**config.mk**
```make
export PLATFORM = sky130hd
export DESIGN_NAME = gfx_bus_arbiter
export DESIGN_NICKNAME = d
export VERILOG_FILES = /design/src/rtl/gfx_bus_pkg.sv /design/src/rtl/gfx_rr_pick.sv /design/src/rtl/gfx_bus_arbiter.sv
export SDC_FILE = /design/constraint.sdc
export NUM_CORES = 1
export LEC_CHECK = 0
export BUFFER_PORTS_ARGS = -buffer_cell sky130_fd_sc_hd__buf_2
export CELL_PAD_IN_SITES_DETAIL_PLACEMENT = 1
export CELL_PAD_IN_SITES_GLOBAL_PLACEMENT = 1
export CORE_AREA = 2 2 50 52
export DETAILED_ROUTE_END_ITERATION = 8
export DIE_AREA = 0 0 52 54
export PLACE_DENSITY = 0.86
export SYNTH_ARGS = -nofsm -noshare
export SYNTH_HDL_FRONTEND = slang
export SYNTH_SLANG_ARGS = --single-unit
```
**constraint.sdc**
```tcl
create_clock -name clk -period 6.4 [get_ports clk]
set_clock_uncertainty 0.05 [all_clocks]
set_input_delay 1.6 -clock clk [delete_from_list [all_inputs] [get_ports clk]]
set_output_delay 1.6 -clock clk [all_outputs]
set_load 0.01 [all_outputs]
```
**src/rtl/gfx_bus_pkg.sv**
```systemverilog
// Shared types and helpers for the graphics bus-master arbiter.
// Imported by the arbiter top and its priority picker.
package gfx_bus_pkg;

   typedef enum logic [1:0] {
      ST_IDLE = 2'd0,
      ST_REQ  = 2'd1,
      ST_OWN  = 2'd2,
      ST_REL  = 2'd3
   } state_e;

   localparam int PRIO_FIXED = 0;
   localparam int PRIO_RR    = 1;

   // Index width for n items; never narrower than one bit.
   function automatic int clog2w(input int n);
      return (n <= 2) ? 1 : $clog2(n);
   endfunction

endpackage

```
**src/rtl/gfx_rr_pick.sv**
```systemverilog
// Combinational priority picker: first set request at or above a start
// pointer, wrapping; fixed mode scans from index 0.
module gfx_rr_pick
   import gfx_bus_pkg::*;
#(
   parameter int NCH = 4,
   parameter int OW  = 2
) (
   input  logic [NCH-1:0] req,
   input  logic [OW-1:0]  start,
   input  logic           mode,
   output logic [OW-1:0]  idx,
   output logic           valid
);

   logic [OW-1:0]    st;
   logic [NCH-1:0]   rot;

   always_comb begin
      st    = mode ? start : '0;
      rot   = NCH'({req, req} >> st);
      idx   = '0;
      valid = 1'b0;
      // Scan downward so the lowest rotated offset is assigned last.
      for (int i = NCH - 1; i >= 0; i--) begin
         if (rot[i]) begin
            idx   = OW'((int'(st) + i) % NCH);
            valid = 1'b1;
         end
      end
   end

endmodule

```
**src/rtl/gfx_bus_arbiter.sv**
```systemverilog
// Graphics bus-master arbiter: one registered request to the system
// arbiter, one-hot grant to the chosen master, hold limit and bus lock.
module gfx_bus_arbiter
   import gfx_bus_pkg::*;
#(
   parameter  int NCH       = 4,
   parameter  int PRIO_MODE = 0,
   parameter  int HOLD_MAX  = 16,
   localparam int OW        = clog2w(NCH)
) (
   input  logic           clk,
   input  logic           reset,
   input  logic [NCH-1:0] req,
   input  logic [NCH-1:0] lock_req,
   input  logic           ack,
   output logic           breq,
   output logic [NCH-1:0] gnt,
   output logic [OW-1:0]  owner,
   output logic           lock,
   output logic           busy
);

   localparam int CW = clog2w(HOLD_MAX + 1);
   localparam logic [CW-1:0] HOLD_SAT = CW'(HOLD_MAX);
   localparam logic [CW-1:0] HOLD_LAST =
      CW'((HOLD_MAX == 0) ? 0 : HOLD_MAX - 1);
   localparam logic [NCH-1:0] ONE  = NCH'(1);
   localparam logic [OW-1:0]  LAST = OW'(NCH - 1);

   state_e          state_q, state_d;
   logic [OW-1:0]   owner_q, owner_d;
   logic [OW-1:0]   rr_q, rr_d;
   logic [CW-1:0]   cnt_q, cnt_d;
   logic            resume_q, resume_d;
   logic            breq_q, breq_d;
   logic [NCH-1:0]  gnt_q, gnt_d;
   logic            lock_q, lock_d;
   logic            busy_q, busy_d;

   logic [OW-1:0]   pick_idx;
   logic            pick_vld;
   logic            others;
   logic            time_rel;
   logic            rr_mode;

   assign rr_mode = (PRIO_MODE == PRIO_RR);

   gfx_rr_pick #(
      .NCH (NCH),
      .OW  (OW)
   ) u_pick (
      .req   (req),
      .start (rr_q),
      .mode  (rr_mode),
      .idx   (pick_idx),
      .valid (pick_vld)
   );

   always_comb begin
      others   = |(req & ~(ONE << owner_q));
      time_rel = (HOLD_MAX != 0) && (cnt_q == HOLD_LAST)
                 && !lock_req[owner_q] && others;

      state_d  = state_q;
      owner_d  = owner_q;
      rr_d     = rr_q;
      cnt_d    = cnt_q;
      resume_d = resume_q;

      unique case (state_q)
         ST_IDLE: begin
            resume_d = 1'b0;
            if (pick_vld) begin
               owner_d = pick_idx;
               state_d = ST_REQ;
            end
         end
         ST_REQ: begin
            if (!req[owner_q]) begin
               state_d  = ST_IDLE;
               resume_d = 1'b0;
            end else if (ack) begin
               state_d  = ST_OWN;
               resume_d = 1'b0;
               // A preempted owner resumes its hold budget.
               if (!resume_q) cnt_d = '0;
            end
         end
         ST_OWN: begin
            cnt_d = (cnt_q == HOLD_SAT) ? cnt_q : cnt_q + 1'b1;
            if (!req[owner_q]) begin
               state_d = ST_REL;
            end else if (!ack) begin
               state_d  = ST_REQ;
               resume_d = 1'b1;
            end else if (time_rel) begin
               state_d = ST_REL;
            end
         end
         ST_REL: begin
            state_d = ST_IDLE;
            if (rr_mode) begin
               rr_d = (owner_q == LAST) ? '0 : owner_q + 1'b1;
            end
         end
         default: state_d = ST_IDLE;
      endcase

      breq_d = (state_d == ST_REQ) || (state_d == ST_OWN);
      gnt_d  = (state_d == ST_OWN) ? (ONE << owner_d) : '0;
      lock_d = breq_d && lock_req[owner_d];
      busy_d = (state_d != ST_IDLE);
   end

   always_ff @(posedge clk or posedge reset) begin
      if (reset) begin
         state_q  <= ST_IDLE;
         owner_q  <= '0;
         rr_q     <= '0;
         cnt_q    <= '0;
         resume_q <= 1'b0;
         breq_q   <= 1'b0;
         gnt_q    <= '0;
         lock_q   <= 1'b0;
         busy_q   <= 1'b0;
      end else begin
         state_q  <= state_d;
         owner_q  <= owner_d;
         rr_q     <= rr_d;
         cnt_q    <= cnt_d;
         resume_q <= resume_d;
         breq_q   <= breq_d;
         gnt_q    <= gnt_d;
         lock_q   <= lock_d;
         busy_q   <= busy_d;
      end
   end

   assign breq  = breq_q;
   assign gnt   = gnt_q;
   assign owner = owner_q;
   assign lock  = lock_q;
   assign busy  = busy_q;

endmodule

```
==> qor.yml, run 1 <==
outcome:
  status: "finished, final reports clean"
synthesis:
  synth_flop_cell: "dfrtp_1"
  synth_cell_types: 33
  synth_most_common_cell: "dfrtp_1"
  synthTopCellsByArea: "dfrtp_1 45%, ha_1 6.6%, inv_1 4.4%, nand2_1 3.6%, o22ai_1 3.3%"
  ys_seq_elements: 17
  syn_area_um2: 942.2
  yosysWarnings: 0
  netlist_instances: 91
  synth_top_area_cell: "dfrtp_1"
  synth_area_per_cell_um2: 10.35
  yosysSeqAreaShare_pct: 45.15
  synth_commonest_cells: "17 x dfrtp_1, 11 x inv_1, 9 x nand2_1"
  synth-edff-count: 0
  async_reset_ff_share_pct: 100.0
  synth_nets: 107
  netlist.area_leader.share_pct: 45.15
die:
  die_h_um: 54
  pin_count: 20
  die_area_mm2: 0.002808
  core_area_mm2: 0.002320
  row_count: 18
  die_x_um: 52
  start_util_pct: 40.61
global_routing:
  antenna_found_initial: 0
  grt_pass1_wl_um: 3422
  grt_overflow_total: 0
  grt_pass1_vias: 727
  grt_start_max_net_pins: 18
  grt_usage_pct: 17.09
final_layout:
  diodes: 0
  final_cells: 144
  fin_area_mm2: 0.001101
  layout.nets: 131
  drive_gt1_share_pct: 22.81
  area_delta_synth_final_pct: 16.87
  final_core_util_pct: 47.46
detailed_routing:
  drt_pass1_iterations: 4
  drt_iter0_markers: 11
  vias: 771
  drt_wl_total_um: 2078
  antenna_left: 0
  routed_via_density: 5.354
  drcViolationCount: 0
  wire_per_inst_um: 14.43
placed_design:
  placed_cell_area_mm2: 0.001075
  io_buffers: 19
  dp_hpwl_um: 1639
  placedCellCount: 140
  dp_slack_ps: 2903
  gp_congestion: 0.7627
run:
  maxCapViolCount: 0
critical_path:
  critPathLaunchType: "primary input"
  max_stage_delay_ps: 420
  cp_max_fo: 5
  path_cells: "buf_2, or3_1, o311ai_1, o32a_1, o211a_1, ha_1, inv_1, nand2_1, o22ai_1"
  crit_arrival_ps: 3360
  slowest_stage: "or3_1"
  end_kind: "flop"
  rrSetupSlack_ps: 4040
  crit_required_ps: 6570
  criticalPathCategory: "primary input to flop"
sta:
  max_freq_ghz: 0.3137
  finalCriticalPeriod_ps: 3188
  rsz0062_at_grt: "no"
  finalHoldViolCount: 0
  fin_crit_sh_pct: 49.81
  worst_pin_slew_ps: 655.6
  drv_slew: 0
  worst_slack_ps: 3212
  max-slew-margin-rel_pct: 55.83
  finalSetupTns_ps: 0
  finalSetupViolCount: 0
worst_hold_path:
  min_path_type: "flop to flop"
clock_tree:
  cts_buffers: 3
  clk_latency_ps: 290
  cts_setup_buffers: 0
  cts_hold_buf: 0
  cts_resized: 0
  htreeDepth: 1
  clk_pin_slew_ps: 100
  root_buffer: "clkbuf_4"
  clk_path_buf_depth: 2
  cts_tree: "built"
  cts.sinks: 17
power:
  leakage_uw: 0.0005350
  power_density_mw_per_mm2: 409.0
  ir_drop_v: 0.0002076
[flip-flops by register name, summed over array words and instances, names as in the netlist]
register  count
cnt_q         5
breq          1
gnt           4
resume_q      1
busy          1
lock          1
state_q       2
owner         2
[placed cells by master, fill, tap and decap left out, types with 2 or more instances in the layout]
cell type / n
dfrtp_1: 17
o21ai_0: 4
nor2b_1: 2
nor2_1: 3
nand3_1: 2
o22ai_1: 5
nand2b_1: 4
ha_1: 5
o32a_1: 2
nand3b_1: 2
nand2_1: 9
inv_1: 11
buf_2: 19
o211ai_1: 2
and3_1: 3
mux2i_1: 2
clkbuf_4: 3
[logic make-up after synthesis]
logic type,synth area share [%]
simple gates,18.86
flops,45.15
xor+xnor,0.9298
mux,8.500
compound gates,15.54
buf+inv,4.383
fa+ha+maj,6.640
[per-stage QoR]
stage / power (µW) / hold WS (ps)
floorplan: 328.5 / 444.3
global placement: 382.7 / 462.7
detailed placement: 397.3 / 483.9
CTS: 456.5 / 497.9
global route: 489.7 / 535.0
finish: 450.3 / 505.1
[critical path, delay by kind of cell]
family / cells / cell delay [ps]
compound gates: 4 / 830
simple gates: 2 / 480
fa+ha+maj: 1 / 230
buf+inv: 2 / 210
[layout make-up]
type,instances,area (µm²)
clock buffers,4,26.28
fillers,271,1219
inverters,11,41.29
multi-input cells,63,475.5
flip-flops and latches,17,425.4
well taps,30,37.54
repair buffers,19,95.09
[path summary, 6_finish.rpt]
kind / start / to / cells past startpoint
max: req[3] / lock / 9
min: cnt_q[2] / cnt_q[2] / 1
max reg2reg: cnt_q[0] / lock / 10
min reg2reg: cnt_q[2] / cnt_q[2] / 1
max in group asynchronous: reset / cnt_q[1] / 2
min in group asynchronous: reset / lock / 2
[power breakdown]
group,switching (µW),internal (µW)
clock,33.0,24.3
combinational,126,93.0
sequential,33.3,141
[routing by layer]
| layer | share of wire [%] | GRT usage, % |
|---|---|---|
| met5 | 0 | 0 |
| met4 | 1.9 | 7.895 |
| met1 | 39 | 19.13 |
| met3 | 3.6 | 3.889 |
| met2 | 55 | 30.80 |
No activity file was read; power rests on OpenSTA's default activity.
==> run 2: changes to the inputs <==
- ABC_AREA: unset -> 1
- CORE_AREA: 2 2 50 52 -> 2 2 56 58
- DIE_AREA: 0 0 52 54 -> 0 0 58 60
- PLACE_DENSITY: 0.86 -> 0.83
- clock period: 6.4 -> 3.1 ns (I/O delays scaled with it)
==> run 2 against run 1 <==
  * Register-to-register slack worse by 3100 ps
  * Routed wire length rose by 27%
  * Worst hold slack got worse by 35 ps
  * Area after synthesis is 17% higher
  * Count of clock-buffer cells in the layout is 1 lower
  * Core utilization fell by 4.2 points
  * Total power is 150% higher
  * Critical endpoint unchanged
  * Largest cell class unchanged
==> qor.yml, run 2 <==
outcome:
  status: "finished, final reports clean"
clock_tree:
  clk_path_buf_depth: 2
  cts_setup_buffers: 0
  cts_tree: "built"
  root_buffer: "clkbuf_4"
  htreeDepth: 1
  clk_pin_slew_ps: 110
  cts_resized: 0
  cts_hold_buf: 0
  clk_latency_ps: 290
  cts_buffers: 3
  cts.sinks: 17
synthesis:
  netlist.area_leader.share_pct: 38.55
  synth_nets: 155
  synthTopCellsByArea: "dfrtp_1 39%, nand2_1 11%, inv_1 6.1%, ha_1 5.7%, nand3_1 5.4%"
  synth_area_per_cell_um2: 7.939
  yosysWarnings: 0
  yosys.area_share.simple_pct: 41.72
  ys_seq_elements: 17
  synth_commonest_cells: "32 x nand2_1, 18 x inv_1, 17 x dfrtp_1"
  synth_top_family_by_area: "simple AND/OR/NAND/NOR gates"
  synth_most_common_cell: "nand2_1"
  synth_flop_cell: "dfrtp_1"
  synth-edff-count: 0
  syn_area_mm2: 0.001104
  async_reset_ff_share_pct: 100.0
  muxShareOfSynthArea_pct: 0
  synthXorXnorAreaFrac_pct: 0
  synth_top_area_cell: "dfrtp_1"
  synth_cell_types: 24
  synth_compound_area_share_pct: 5.215
  netlist_instances: 139
  synth_fa_ha_area_share_pct: 5.669
  yosysSeqAreaShare_pct: 38.55
final_layout:
  final_cells: 194
  seqCellArea_um2: 425.4
  fillers: 376
  largest_reg_flops: 5
  area_delta_synth_final_pct: 13.83
  multi_input_area_um2: 580.6
  diodes: 0
  largest-register: "cnt_q"
  layout.nets: 178
  fin_area_mm2: 0.001256
  drive_gt1_share_pct: 29.81
  layout_commonest_cell: "nand2_1"
  most-common-layout-cells: "32 x nand2_1, 19 x buf_2, 18 x inv_1"
  final_core_util_pct: 43.28
worst_hold_path:
  min_path_type: "flop to flop"
die:
  die_area_mm2: 0.003480
  start_util_pct: 38.02
  pin_count: 20
  core_area_mm2: 0.002903
  row_count: 20
  die_h_um: 60
  die_x_um: 58
global_routing:
  grt_pass1_wl_um: 4692
  grt_start_max_net_pins: 18
  grt_usage_pct: 17.69
  grt_pass1_vias: 1060
  antenna_found_initial: 0
  grt_overflow_total: 0
detailed_routing:
  drt_iter0_markers: 21
  antenna_left: 0
  routed_via_density: 5.093
  drt_wl_total_um: 2636
  wire_per_inst_um: 13.59
  drt_pass1_iterations: 4
  vias: 988
  drcViolationCount: 0
sta:
  rsz0062_at_grt: "no"
  max-slew-margin-rel_pct: 57.91
  worst_pin_slew_ps: 630.6
  finalSetupTns_ps: 0
  max_freq_ghz: 0.4722
  finalHoldViolCount: 0
  worst_slack_ps: 982.2
  drv_slew: 0
  fin_crit_sh_pct: 68.32
  finalSetupViolCount: 0
  finalCriticalPeriod_ps: 2118
critical_path:
  slowest_stage: "dfrtp_1"
  path_cells: "ha_1, nand2_1, nor2_1, ha_1, nand2_1, nor3_1, nand2_1, nand2_1, nand2_1, inv_1, nor2_1, ha_1, nor2_1"
  crit_path_frequent_cell: "nand2_1"
  criticalPathCategory: "flop to flop"
  critPathLaunchType: "flop"
  crit_required_ps: 3280
  rrSetupSlack_ps: 980
  max_stage_delay_ps: 440
  end_kind: "flop"
  crit_arrival_ps: 2300
  cp_max_fo: 6
placed_design:
  dp_slack_ps: 895.8
  io_buffers: 19
  placedCellCount: 190
  gp_congestion: 0.7925
  placed_cell_area_mm2: 0.001229
  dp_hpwl_um: 2212
power:
  power_density_mw_per_mm2: 888.6
  ir_drop_v: 0.0004994
  leakage_uw: 0.0006663
run:
  maxCapViolCount: 0
## run 2: changes by cell type in the layout (fill, tap and decap cells not counted), moves of 6 or more
cell | previous run | this run
nor2_1 | 3 | 9
inv_1 | 11 | 18
nand2_1 | 9 | 32
nand3_1 | 2 | 12
## run 2: final cells by class
type                       count  share of cell area (%)
timing repair buffer          19                   7.570
clock inverter                 1                  0.3984
sequential                    17                   33.86
clock buffer                   3                   1.793
tap                           33                   3.287
multi-input combinational     98                   46.22
inverter                      23                   6.873
## run 2: cell families after synthesis
kind of cell	after synthesis
AO/OA/AOI/OAI	9
AND/OR/NAND/NOR	84
adder cells (fa/ha/maj)	5
buffers and inverters	24
flip-flops	17
## run 2: worst max-delay path, delay by kind of cell (launching register included)
kind,cells,cell delay [ps]
simple gates,9,820
buf+inv,1,60
fa+ha+maj,3,690
flops,1,440
## run 2: power breakdown
group / switching, µW / internal [µW]
logic: 406 / 212
registers: 82.4 / 295
clock network: 72.8 / 48.0
## run 2: metal layers
layer	share of wire, %	vias to the layer above	track usage, %
met1	43	482	20.51
li1	-	485	-
met2	52	19	33.12
met5	0	-	0
met3	4.3	2	4.113
met4	0.38	0	3.654
## run 2: stage by stage
step	power, µW	hold slack [ps]
detailed placement	1007	448.3
floorplan	837.4	412.7
global route	1236	506.9
finish	1116	469.8
CTS	1131	474.2
global placement	961.5	439.8
## run 2: final timing paths
| path | to | cells past startpoint | start |
|---|---|---|---|
| setup / recovery | lock | 13 | cnt_q[0] |
| hold / removal | cnt_q[4] | 2 | cnt_q[4] |
| setup reg to reg | lock | 13 | cnt_q[0] |
| hold reg to reg | cnt_q[4] | 2 | cnt_q[4] |
| max in group asynchronous | cnt_q[2] | 2 | reset |
| min in group asynchronous | breq | 2 | reset |
